[src/rtl/sd_adc_capture_ctrl.sv]
// sd_adc_capture_ctrl: sigma-delta ADC burst sequencer with warm-up discard and FWFT sample FIFO
module sd_adc_capture_ctrl #(
    parameter int ADC_BITLEN     = 16,
    parameter int SETTLE_SAMPLES = 4,
    parameter int FIFO_DEPTH     = 8,
    parameter int LEN_BITS       = 16
) (
    input  logic                  clk,
    input  logic                  rst,
    input  logic                  cmd_start,
    input  logic                  cmd_stop,
    input  logic [LEN_BITS-1:0]   cmd_len,
    output logic                  adc_rst,
    input  logic [ADC_BITLEN-1:0] adc_data,
    input  logic                  adc_valid,
    output logic [ADC_BITLEN-1:0] m_data,
    output logic                  m_valid,
    input  logic                  m_ready,
    output logic                  m_last,
    output logic                  busy,
    output logic                  overflow,
    output logic                  done
);
    localparam int AW = $clog2(FIFO_DEPTH);
    localparam int CW = AW + 1;
    localparam int SW = $clog2(SETTLE_SAMPLES + 2);
    typedef enum logic [1:0] {IDLE, SETTLE, CAPTURE, DRAIN} state_t;
    state_t state, state_n;
    logic [LEN_BITS-1:0] len_q, cap_cnt, cap_nxt;
    logic [SW-1:0] settle_cnt;
    logic [ADC_BITLEN:0] mem [FIFO_DEPTH];
    logic [AW-1:0] wr_ptr, rd_ptr;
    logic [CW-1:0] count;
    logic push_req, push_last, push, pop, start, finish;
    assign cap_nxt = cap_cnt + LEN_BITS'(1);
    assign start = state == IDLE && cmd_start;
    assign m_valid = count != '0;
    assign pop = m_valid && m_ready;
    assign push = push_req && (count < CW'(FIFO_DEPTH) || pop);
    assign m_data = m_valid ? mem[rd_ptr][ADC_BITLEN-1:0] : '0;
    assign m_last = m_valid && mem[rd_ptr][ADC_BITLEN];
    always_comb begin
        state_n = state;
        push_req = 1'b0;
        push_last = 1'b0;
        finish = 1'b0;
        case (state)
            IDLE: if (cmd_start) state_n = SETTLE_SAMPLES == 0 ? CAPTURE : SETTLE;
            SETTLE: begin
                if (cmd_stop) begin
                    state_n = IDLE;
                    finish = 1'b1;
                end else if (adc_valid && settle_cnt == SW'(SETTLE_SAMPLES - 1)) begin
                    state_n = CAPTURE;
                end
            end
            CAPTURE: begin
                if (cmd_stop) begin
                    state_n = DRAIN;
                end else if (adc_valid) begin
                    push_req = 1'b1;
                    push_last = len_q != '0 && cap_nxt == len_q;
                    state_n = push_last ? DRAIN : CAPTURE;
                end
            end
            DRAIN: begin
                if (count == '0) begin
                    state_n = IDLE;
                    finish = 1'b1;
                end
            end
            default: state_n = IDLE;
        endcase
    end
    always_ff @(posedge clk) begin
        if (rst) begin
            state <= IDLE;
            len_q <= '0;
            cap_cnt <= '0;
            settle_cnt <= '0;
            wr_ptr <= '0;
            rd_ptr <= '0;
            count <= '0;
            adc_rst <= 1'b1;
            busy <= 1'b0;
            overflow <= 1'b0;
            done <= 1'b0;
        end else begin
            state <= state_n;
            adc_rst <= state_n == IDLE || state_n == DRAIN;
            busy <= state_n != IDLE;
            done <= finish;
            overflow <= start ? 1'b0 : overflow | (push_req && !push);
            if (start) begin
                len_q <= cmd_len;
                cap_cnt <= '0;
                settle_cnt <= '0;
            end else begin
                if (state == SETTLE && adc_valid) settle_cnt <= settle_cnt + SW'(1);
                if (push_req) cap_cnt <= cap_nxt;
            end
            if (push) wr_ptr <= wr_ptr + AW'(1);
            if (pop) rd_ptr <= rd_ptr + AW'(1);
            count <= count + CW'(push) - CW'(pop);
        end
    end
    always_ff @(posedge clk) begin
        if (push) mem[wr_ptr] <= {push_last, adc_data};
    end
endmodule

[config.mk]
export PLATFORM = sky130hd
export DESIGN_NAME = sd_adc_capture_ctrl
export DESIGN_NICKNAME = d
export VERILOG_FILES = /design/src/rtl/sd_adc_capture_ctrl.sv
export SDC_FILE = /design/constraint.sdc
export NUM_CORES = 1
export LEC_CHECK = 0
export CORE_MARGIN = 2
export CORE_UTILIZATION = 45
export CTS_BUF_LIST = sky130_fd_sc_hd__clkbuf_16
export DETAILED_ROUTE_END_ITERATION = 8
export HOLD_SLACK_MARGIN = 0.05
export PLACE_DENSITY = 0.71
export SLEW_MARGIN = 30
export SYNTH_ARGS = -nofsm -noshare
export SYNTH_HDL_FRONTEND = slang
export SYNTH_SLANG_ARGS = --single-unit
[constraint.sdc]
create_clock -name clk -period 3.93 [get_ports clk]
set_clock_uncertainty 0.1 [all_clocks]
set_input_delay 0.5895 -clock clk [delete_from_list [all_inputs] [get_ports clk]]
set_output_delay 0.5895 -clock clk [all_outputs]
set_load 0.01 [all_outputs]
# [After elaboration in Yosys (flattened, before gate mapping)]
# Memory sizes are Yosys's and may differ from the RTL's. A register that Yosys moved wholly into a read port is not among the register bits.
# Index checks and enable logic that the tools add are counted.
[totals] ff_bits=51 mem_bits_rw=136 input_bits=38 word_cells=66 n_memories=1
[mem_list] name="mem" words=8 width=17 rd=1 rd_clocked_by_memory_dff=1 write_ports=1 line_no="31" source="logic [ADC_BITLEN:0] mem [FIFO_DEPTH];"
[classes] n_addsub=6 n_lt_le_gt_ge=1 n_eq_ne=6 mux=22 bitwise=1 n_reduce_logical=18
[ops] cell="16-bit by 1-bit adder with 16-bit output, second input constant" count=1
[ops] cell="16-bit equality test" count=1
[ops] cell="16-bit two-way mux" count=1
[ops] cell="16-bit nonzero test" count=1
[ops] cell="2-bit two-way mux" count=6
[ops] cell="1-bit two-way mux" count=11
[ops] cell="3-bit by 1-bit adder with 3-bit output, second input constant" count=3
[ops] cell="1-bit logical AND" count=8
[ops] cell="2-bit case mux with 4 select lines" count=1
[ops] cell="2-bit equality test, second input constant" count=3
[ops] cell="3-bit two-way mux" count=2
[ops] cell="4-bit by 1-bit adder with 4-bit output" count=1
[ops] cell="2-bit logical NOT" count=2
[ops] cell="4-bit logical NOT" count=1
[ops] cell="4-bit less-than comparator, second input constant" count=1
[ops] cell="4-bit nonzero test" count=1
[ops] cell="4-bit by 1-bit subtractor with 4-bit output" count=1
[ops] cell="3-bit by 2-bit equality test with 1-bit output, second input constant" count=1
[ops] cell="2-bit by 1-bit equality test with 1-bit output, second input constant" count=1
[ops] cell="1-bit logical OR" count=2
[ops] cell="1-bit case mux with 2 select lines" count=1
[ops] cell="2-bit nonzero test" count=1
[ops] cell="2-bit OR reduction" count=1
[ops] cell="1-bit logical NOT" count=1
[ops] cell="1-bit bitwise OR" count=1

# [Logic depth before layout (Yosys ltp)]
[logic_depth] word_depth=9 mapped_depth=14

# [Worst setup path after synthesis]
# Ideal clock, no wire load.
[synth_path] kind="input-to-reg" start="input cmd_stop" end="memory mem[0][0] (netlist bit), enable pin" setup_time_ns=0.435 arrival_ns=3.024 required_ns=3.395 slack_ns=0.372 stages=4 n_path_buf=0 path_cell_list="nand4b_1 > a21oi_1 > inv_1 > nor4_1"
[synth_via] elab_chain_cells=5
[synth_rtl] element="start, declared" line_no="11" source="input logic cmd_stop,"
[synth_rtl] element="1-bit two-way mux" line_no="58" source="if (cmd_stop) begin"
[synth_rtl] element="1-bit two-way mux" line_no="47" source="case (state)"
[synth_rtl] element="1-bit logical AND" line_no="39" source="assign push = push_req && (count < CW'(FIFO_DEPTH) || pop);"
[synth_rtl] element="1-bit two-way mux" line_no="108" source="if (push) mem[wr_ptr] <= {push_last, adc_data};"
[synth_rtl] element="1-bit two-way mux (implied by the code)" line_no="108"
[synth_rtl] element="end, declared" line_no="31"
# Every way passes these cells.

==> flow_summary.ini <==
[critical_path]
r2r_cells = 14
end_kind = primary output
timing.rr.end = count[2]
crit_path_max_incr_delay_ns = 0.56
crit_buf_inv = 2
worstSetupPathType = reg -> out
crit_fanout = 34
r2r_slack_ns = 0.88
timing.rr.start = count[3]
critPathArrivalTime_ns = 2.38
worst_ep_required_time_ns = 3.24
start_kind = flop
path_cells = buf_12 > mux4_2 > mux2i_1 > nor2_1 > clkdlybuf4s50_1
crit_family = buffers and inverters
slowest_stage = mux4_2

[hold_path]
holdPathStages = 2
hold_class = reg -> reg
hold_end = settle_cnt[2]
hold_start = settle_cnt[2]

[clock_tree]
clk_latency_ns = 0.43
cts_buffers = 17
clkSinkCount = 190
post_cts_buffers = 0
clockRootBuffer = clkbuf_16
cts_resized = 0
cts_tree = done
cts_buffer_depth = 2
cts_hold_buffers = 0
h-tree-depth = 4
path_clk_slew_ns = 0.06

[timing]
setup_viol = 0
final-max-slew-violation-count = 0
fmax_ghz = 0.3257
slew_headroom = 0.5985
setup_tns_ns = 0
tightest_slew_ns = 0.6004
period_needed_ns = 3.070
rsz0062_at_grt = false
period_share = 0.7813
hold_viol = 0

[outcome]
status = finished clean

[logic_synthesis]
ys_ff_latch = 190
synth_top_area_cell = edfxtp_1
syn_avg_cell_area_um2 = 13.98
synth_fp_nets = 630
ys_types = 52
synth_top_area_frac = 0.5037
syn_area_um2 = 8108
synth_edf_count = 136
synth_common_cells = edfxtp_1, nand2_1, dfxtp_1
synth.area.top_cells = edfxtp_1, dfxtp_1, mux4_2
seq_area_frac_synth = 0.6370
synth_cells = 580
synth_warnings = 0
yosysMostFrequentCell = edfxtp_1
synth_ff_type = edfxtp_1
ys_async_sr_fraction = 0

[cells_and_area]
area_growth_pct = 18.44
nets = 694
layout-drive-gt1-share = 0.1494
antenna_cells = 0
fill_cells = 1440
final_cells = 885
final_area_um2 = 9603

[global_route]
antenna_found_initial = 0
grt_usage = 0.1816
grt_max_degree = 35
grt_pass1_wl_mm = 26.88
grt_pass1_vias = 5084
overflow = 0

[power_and_ir_drop]
total_power_mw = 5.075
powerDensity_nw_per_um2 = 528.5
vdd_ir_drop_max_v = 0.0003667
p_leak_nw = 3.178

[place]
dpl_cell_area_um2 = 9024
port_buffers = 59
placed_cells = 854
place_congestion = 0.8558
dp_hpwl_mm = 10.89

[route]
vias_per_cell = 5.464
ant_nets = 0
dr.pass1.iters = 5
drc = 0
drt_wl_total_mm = 16.51
route.vias.total = 4836
drtIter0Drc = 283
wl_per_cell_um = 18.66

[floorplanning]
die_h_um = 138.2
pin_count = 60
core_area_um2 = 17840
die_area_um2 = 19110
die_w_um = 138.2
placementRows = 49
initial_core_util = 0.4544

[flow_run]
max_cap_violations = 0
## cells by family (layout without fill, tap and decap cells)
logic type,Yosys count,count (layout),share of synthesized area
simple gates,183,183,0.1147
compound gates,58,58,0.04305
flops,190,190,0.6370
xor+xnor,37,37,0.04228
buf+inv,45,121,0.02315
mux,55,55,0.1204
fa+ha+maj,12,12,0.01944
## per-layer routing
layer  track usage  up-vias  wire length, um
li1              -     2298                -
met1        0.2189     2404             6797
met2        0.3179      114             8738
met3       0.03776       20              719
met4       0.07734        0              259
met5             0        -                0
## cell usage in the layout (no fill, tap or decap), types with 18 or more instances in the layout
cell type,instances
edfxtp_1,136
nor2_1,48
nand2_1,56
dfxtp_1,53
xnor2_1,18
a21oi_1,33
clkdlybuf4s50_1,59
mux2i_1,21
xor2_1,18
mux4_2,34
## flip-flops by register name (all words and copies together) (netlist names), named ones only
signal and count:
done 1, state 2, mem 136, count 4, wr_ptr 3, adc_rst 1
overflow 1, rd_ptr 3, len_q 16, cap_cnt 16, settle_cnt 3, busy 1
## cell type report
cell class / count / area (um^2) / share of cell area
Clock inverter: 14 / 153.9 / 0.01603
Inverter: 15 / 56.30 / 0.005863
Multi-Input combinational cell: 345 / 2791 / 0.2907
Timing Repair Buffer: 75 / 723.2 / 0.07531
Clock buffer: 17 / 425.4 / 0.04430
Tap cell: 229 / 286.5 / 0.02984
Sequential cell: 190 / 5166 / 0.5380
## through the flow
| step | util | setup slack (ns) | hold slack, ns |
|---|---|---|---|
| floorplan | - | 0.3718 | 0.3541 |
| detailed placement | 0.5058 | 0.5212 | 0.3772 |
| global route | 0.5383 | 0.5902 | 0.4196 |
| CTS | 0.5383 | 0.8166 | 0.3926 |
| finish | 0.5383 | 0.8596 | 0.3873 |
| global placement | 0.5058 | 0.6592 | 0.3648 |
## tightest hold or removal path: stages (launching register included)
cell	delay (ns)
dfxtp_1	0.32
a21oi_1	0.06
nor2_1	0.07
## power breakdown
group	total [mW]	switching, mW	internal [mW]
clock	1.69	0.742	0.945
sequential	2.23	0.0384	2.19
combinational	1.16	0.549	0.614
## worst max-delay path by stage
stage,to,cells after the start,startpoint
after floorplan,mem[0][0],4,cmd_stop
after global placement,count[2],11,cmd_stop
after detailed placement,count[2],11,cmd_stop
after CTS,m_data[2],5,flop
after global routing,count[2],14,count[3]
final,m_data[2],5,flop
(Power assumes the default switching activity.)
